### config.mk
export PLATFORM = sky130hd
export DESIGN_NAME = fifo_reuse_ctrl
export DESIGN_NICKNAME = d
export VERILOG_FILES = /design/src/rtl/fifo_reuse_pkg.sv /design/src/rtl/reuse_counter.sv /design/src/rtl/fifo_reuse_ctrl.sv
export SDC_FILE = /design/constraint.sdc
export NUM_CORES = 1
export LEC_CHECK = 0
export BUFFER_PORTS_ARGS = -buffer_cell sky130_fd_sc_hd__buf_2
export CORE_MARGIN = 2
export CORE_UTILIZATION = 55
export CTS_CLUSTER_DIAMETER = 40
export CTS_CLUSTER_SIZE = 25
export DETAILED_ROUTE_END_ITERATION = 6
export PLACE_DENSITY = 0.78
export SYNTH_ARGS = -nofsm -noshare
export SYNTH_HDL_FRONTEND = slang
export SYNTH_SLANG_ARGS = --single-unit
export TNS_END_PERCENT = 10
### constraint.sdc
create_clock -name clk -period 1.8 [get_ports clk]
set_input_delay 0 -clock clk [delete_from_list [all_inputs] [get_ports clk]]
set_output_delay 0 -clock clk [all_outputs]
set_load 0.01 [all_outputs]
### src/rtl/fifo_reuse_pkg.sv
// Shared state encoding and parameter defaults for the scratchpad FIFO reuse sequencer.
package fifo_reuse_pkg;
  localparam int DEF_FIFO_SIZE = 8;
  localparam int DEF_ADD_WIDTH = 3;
  localparam int DEF_CNT_WIDTH = 8;

  typedef enum logic [2:0] {
    IDLE   = 3'd0,
    CLEAR  = 3'd1,
    LOAD   = 3'd2,
    READ   = 3'd3,
    REWIND = 3'd4,
    DONE   = 3'd5
  } state_e;
endpackage

### src/rtl/reuse_counter.sv
// Generic up-counter with synchronous clear, count enable and a terminal-match flag.
module reuse_counter #(
  parameter int WIDTH = 4
) (
  input  logic             clk,
  input  logic             rst,
  input  logic             clr,
  input  logic             en,
  input  logic [WIDTH-1:0] term,
  output logic [WIDTH-1:0] cnt,
  output logic             at_term
);
  logic [WIDTH-1:0] cnt_q, cnt_d;

  always_comb begin
    cnt_d = cnt_q;
    if (clr) begin
      cnt_d = '0;
    end else if (en) begin
      cnt_d = cnt_q + 1'b1;
    end
  end

  always_ff @(posedge clk or posedge rst) begin
    if (rst) begin
      cnt_q <= '0;
    end else begin
      cnt_q <= cnt_d;
    end
  end

  assign cnt     = cnt_q;
  assign at_term = (cnt_q == term);
endmodule

### src/rtl/fifo_reuse_ctrl.sv
// Clear / load / replay sequencer for one PE scratchpad FIFO with registered read.
// Optional READ-stall counter output stall_cycles is enabled by defining FIFO_REUSE_PERF_EN.
module fifo_reuse_ctrl
  import fifo_reuse_pkg::*;
#(
  parameter int FIFO_SIZE = DEF_FIFO_SIZE,
  parameter int ADD_WIDTH = DEF_ADD_WIDTH,
  parameter int CNT_WIDTH = DEF_CNT_WIDTH
) (
  input  logic                 clk,
  input  logic                 rst,
  input  logic                 start,
  input  logic [ADD_WIDTH:0]   cfg_len,
  input  logic [CNT_WIDTH-1:0] cfg_reuse,
  input  logic                 in_valid,
  output logic                 in_ready,
  input  logic                 out_ready,
  output logic                 out_valid,
  output logic                 wr_en,
  output logic                 wr_inc,
  output logic                 rd_en,
  output logic                 rd_inc,
  output logic                 wr_clr,
  output logic                 rd_clr,
  output logic [CNT_WIDTH-1:0] pass_idx,
  output logic                 busy,
`ifdef FIFO_REUSE_PERF_EN
  output logic [15:0]          stall_cycles,
`endif
  output logic                 done
);
  localparam logic [ADD_WIDTH:0] SIZE_L = (ADD_WIDTH+1)'(FIFO_SIZE);

  state_e               state_q, state_d;
  logic [ADD_WIDTH:0]   len_q, len_d;
  logic [CNT_WIDTH-1:0] reuse_q, reuse_d;
  logic                 wr_clr_q, wr_clr_d;
  logic                 rd_clr_q, rd_clr_d;
  logic                 done_q, done_d;
  logic                 busy_q, busy_d;
  logic                 out_valid_q, out_valid_d;

  logic [ADD_WIDTH:0]   len_clamp;
  logic                 wr_fire, rd_fire;
  logic [ADD_WIDTH:0]   wr_cnt, rd_cnt;
  logic                 wr_at_term, rd_at_term, pass_at_term;
  logic                 unused_cnt_bits;

  assign len_clamp = (cfg_len > SIZE_L) ? SIZE_L : cfg_len;
  assign wr_fire   = (state_q == LOAD) && in_valid;
  assign rd_fire   = (state_q == READ) && out_ready;

  reuse_counter #(.WIDTH(ADD_WIDTH+1)) u_wr_cnt (
    .clk     (clk),
    .rst     (rst),
    .clr     (state_q == CLEAR),
    .en      (wr_fire),
    .term    (len_q - 1'b1),
    .cnt     (wr_cnt),
    .at_term (wr_at_term)
  );

  // The read counter restarts every pass; the pass counter only on a new job.
  reuse_counter #(.WIDTH(ADD_WIDTH+1)) u_rd_cnt (
    .clk     (clk),
    .rst     (rst),
    .clr     ((state_q == CLEAR) || (state_q == REWIND)),
    .en      (rd_fire),
    .term    (len_q - 1'b1),
    .cnt     (rd_cnt),
    .at_term (rd_at_term)
  );

  reuse_counter #(.WIDTH(CNT_WIDTH)) u_pass_cnt (
    .clk     (clk),
    .rst     (rst),
    .clr     (state_q == CLEAR),
    .en      (state_q == REWIND),
    .term    (reuse_q - 1'b1),
    .cnt     (pass_idx),
    .at_term (pass_at_term)
  );

  assign unused_cnt_bits = ^{wr_cnt, rd_cnt};

  always_comb begin
    state_d = state_q;
    len_d   = len_q;
    reuse_d = reuse_q;
    case (state_q)
      IDLE: begin
        if (start) begin
          if ((len_clamp != '0) && (cfg_reuse != '0)) begin
            state_d = CLEAR;
            len_d   = len_clamp;
            reuse_d = cfg_reuse;
          end else begin
            state_d = DONE;
          end
        end
      end
      CLEAR:  state_d = LOAD;
      LOAD:   if (wr_fire && wr_at_term) state_d = READ;
      READ:   if (rd_fire && rd_at_term) state_d = pass_at_term ? DONE : REWIND;
      REWIND: state_d = READ;
      DONE:   state_d = IDLE;
      default: state_d = IDLE;
    endcase
    // Clears come straight from flops so the FIFO's async-clear pins never glitch.
    wr_clr_d    = (state_d == CLEAR);
    rd_clr_d    = (state_d == CLEAR) || (state_d == REWIND);
    done_d      = (state_d == DONE);
    busy_d      = (state_d != IDLE);
    out_valid_d = rd_fire;
  end

  always_ff @(posedge clk or posedge rst) begin
    if (rst) begin
      state_q     <= IDLE;
      len_q       <= '0;
      reuse_q     <= '0;
      wr_clr_q    <= 1'b1;
      rd_clr_q    <= 1'b1;
      done_q      <= 1'b0;
      busy_q      <= 1'b0;
      out_valid_q <= 1'b0;
    end else begin
      state_q     <= state_d;
      len_q       <= len_d;
      reuse_q     <= reuse_d;
      wr_clr_q    <= wr_clr_d;
      rd_clr_q    <= rd_clr_d;
      done_q      <= done_d;
      busy_q      <= busy_d;
      out_valid_q <= out_valid_d;
    end
  end

  assign in_ready  = (state_q == LOAD);
  assign wr_en     = wr_fire;
  assign wr_inc    = wr_fire;
  assign rd_en     = rd_fire;
  assign rd_inc    = rd_fire;
  assign wr_clr    = wr_clr_q;
  assign rd_clr    = rd_clr_q;
  assign done      = done_q;
  assign busy      = busy_q;
  assign out_valid = out_valid_q;

`ifdef FIFO_REUSE_PERF_EN
  logic [15:0] stall_q, stall_d;

  always_comb begin
    stall_d = stall_q;
    if (state_q == CLEAR) begin
      stall_d = '0;
    end else if ((state_q == READ) && !out_ready && (stall_q != 16'hFFFF)) begin
      stall_d = stall_q + 16'd1;
    end
  end

  always_ff @(posedge clk or posedge rst) begin
    if (rst) begin
      stall_q <= '0;
    end else begin
      stall_q <= stall_d;
    end
  end

  assign stall_cycles = stall_q;
`endif
endmodule

==> reports/summary.txt <==
Async set-reset flop share out of synthesis: 100.0%
Worst path top cell family by delay: simple AND/OR/NAND/NOR gates
Worst hold stages: 3
DIE WIDTH: 64.52 um
Net Count, Synth: 224
Worst path bufs/invs: 1
Site Rows: 21
Port bufs: 34
Crit path cell chain: inv_1 > ha_1 > xnor2_1 > nor3_1 > and3_4 > o221a_1 > a21boi_1
Vias in the first global route: 1563
Avg Cell Area, Syn: 9.972 um2
Fin nets: 278
CTS Buf Count: 5
Post-synthesis cell count: 202
Global-route wire length before repair: 7.148 mm
CTS tree: done
Critical path type: flip-flop to flip-flop
Total Wirelength: 4.233 mm
Layout fillers: 240
Final Cycle Share: 94.95%
Worst Hold Class: input port to flip-flop
VDD IR-drop max: 0.9962 mV
Static Leak: 1.193 nW
Hold Vio Cnt, Final: 0
Wirelength per Cell: 13.97 um
Worst path slowest cell: dfrtp_1
Layout Utilization: 73.52%
Layout cells sized above 1: 26.85%
DRC viols: 0
1st-pass router iterations: 4
Slew HR: 69.54%
Mapped cell area: 2014 um2
CP arrival: 1950 ps
Worst hold slack: 99.49 ps
R2R depth: 7
Initial DRC count: 110
RR Startpoint: len_q[1]
CTS Sinks: 36
P&R area growth vs syn: 24.66%
Cell at the root of the clock tree: clkbuf_4
Max Slew Vio Count: 0
DR vias: 1602
Chip height: 64.52 um
R2r setup slk: 90 ps
Worst R2R End: done
Max-cap violations: 0
Yosys reg bits: 36
Commonest non-fill, non-tap cells in the layout: dfrtp_1, buf_2, nand2_1, nor2_1
Clock slew at reported path FFs: 110 ps
Pwr Density: 1424 nW/um2
RePlAce Congestion: 0.8211
Final setup fails: 0
Initial antenna violation count: 0
CTS HTree Levels: 2
Hold Path Origin: out_ready
I/O pins: 35
Initial Util: 58.97%
Register area share after synthesis: 44.84%
Crit path largest cell delay: 380 ps
EDFF count, synth: 0
GRT Total Usage: 22.53%
Post-route ant nets: 0
Die area: 4163 um2
Clock buffer depth: 2
Clk_lat worst skew: 350 ps
CP Data Required Time: 2040 ps
Peak Freq: 585.1 MHz
Synth Warn #: 0
Post-route clock skew: 9.723 ps
Hold Crit Endpoint: out_valid
Largest net degree at the start of global routing: 37
Yosys cell types: 43
Routed vias/inst: 5.287
Post-DP HPWL: 2.905 mm
CP Capture Type: flip-flop
Synth Flop Type: dfrtp_1
Unrepaired setup endpoints after global routing: yes
Worst-Margin Slew: 456.9 ps
Status: finished, final reports clean
Core Area: 3416 um2
Crit-path max FO: 4
ANT cells: 0
Gr ovfl total: 0
Fin crit period: 1709 ps
CP Launch Type: flip-flop
-- worst max-delay path by stage --
stage	from	endpoint	slack, ps	cells past startpoint
5_1_grt	reuse_q[1]	done	-7	7
6_report	len_q[1]	done	90	7
2_1_floorplan	len_q[0]	state_q[0]	160	7
3_5_place_dp	reuse_q[1]	state_q[0]	70	6
4_1_cts	reuse_q[1]	state_q[0]	30	6
3_3_place_gp	reuse_q[1]	done	80	6
-- flip-flops by register name, indices dropped and copies added, names as in the netlist, 3 cells and up --
signal          cells
u_wr_cnt.cnt        4
u_rd_cnt.cnt        4
u_pass_cnt.cnt      8
state_q             3
reuse_q             8
len_q               4
-- metrics by stage --
| step | cells | instance area (um2) | worst slack, ps | TNS (ps) | total power, mW |
|---|---|---|---|---|---|
| floorplan | 202 | 2014 | 158.3 | 0 | 2.468 |
| global placement | 281 | 2246 | 83.13 | 0 | 2.799 |
| detailed placement | 281 | 2246 | 66.04 | 0 | 2.849 |
| CTS | 303 | 2481 | 33.72 | 0 | 3.526 |
| global route | 303 | 2511 | -6.550 | -7.391 | 3.846 |
| finish | 303 | 2511 | 90.86 | 0 | 3.576 |
-- report_power, final --
part / switching [mW] / internal, mW / leakage (nW)
registers: 0.299 / 1.07 / 0.448
clock network: 0.279 / 0.369 / 0.0515
logic: 0.757 / 0.798 / 0.694
total: 1.34 / 2.24 / 1.19
-- Yosys cell counts (4+ instances only) --
library cell | n | area, um2
dfrtp_1 | 34 | 850.8
nand2_1 | 20 | 75.07
nor2_1 | 16 | 60.06
xnor2_1 | 14 | 122.6
o21ai_0 | 12 | 60.06
xor2_1 | 12 | 105.1
inv_1 | 9 | 33.78
nand4_1 | 9 | 56.30
a21oi_1 | 8 | 40.04
mux2_2 | 6 | 67.56
ha_1 | 5 | 62.56
nand3b_1 | 5 | 37.54
buf_4 | 4 | 30.03
nor3_1 | 4 | 20.02
-- final cells by class --
class | count | area [um2] | area share, %
flip-flops and latches | 36 | 903.4 | 35.97
clock buffers | 7 | 65.06 | 2.591
well taps | 46 | 57.56 | 2.292
multi-input cells | 147 | 1044 | 41.55
repair buffers | 57 | 377.9 | 15.05
inverters | 9 | 33.78 | 1.345
clock inverters | 1 | 30.03 | 1.196
-- cell families after synthesis --
kind of cell	share of synthesized area [%]
and+or+nand+nor	20.12
DFF	44.84
AOI/OAI and AO/OA	10.31
xor gates and xnor gates	12.42
buffers and inverters	4.845
muxes	4.348
adders and majority gates	3.106
-- metal layers --
| metal | track usage [%] | share of wire, % | up-vias |
|---|---|---|---|
| met4 | 6.383 | 0.76 | 0 |
| met5 | 0 | 0 | - |
| met3 | 5.903 | 3.4 | 4 |
| met2 | 39.19 | 52 | 27 |
| li1 | - | - | 807 |
| met1 | 27.60 | 44 | 764 |
-- worst min-delay path, stage by stage --
cell      delay, ps
buf_2           100
nand4b_1        150
inv_1           130
-- timing repair --
item / 4_1_cts / 5_1_grt
hold endpoints to repair: 48 / 0
endpoints found under the setup margin: 0 / 13
hold buffers: 14 / 0
resized for setup: 0 / 5
setup buffers: 0 / 0
No activity file was read; power rests on OpenSTA's default activity.
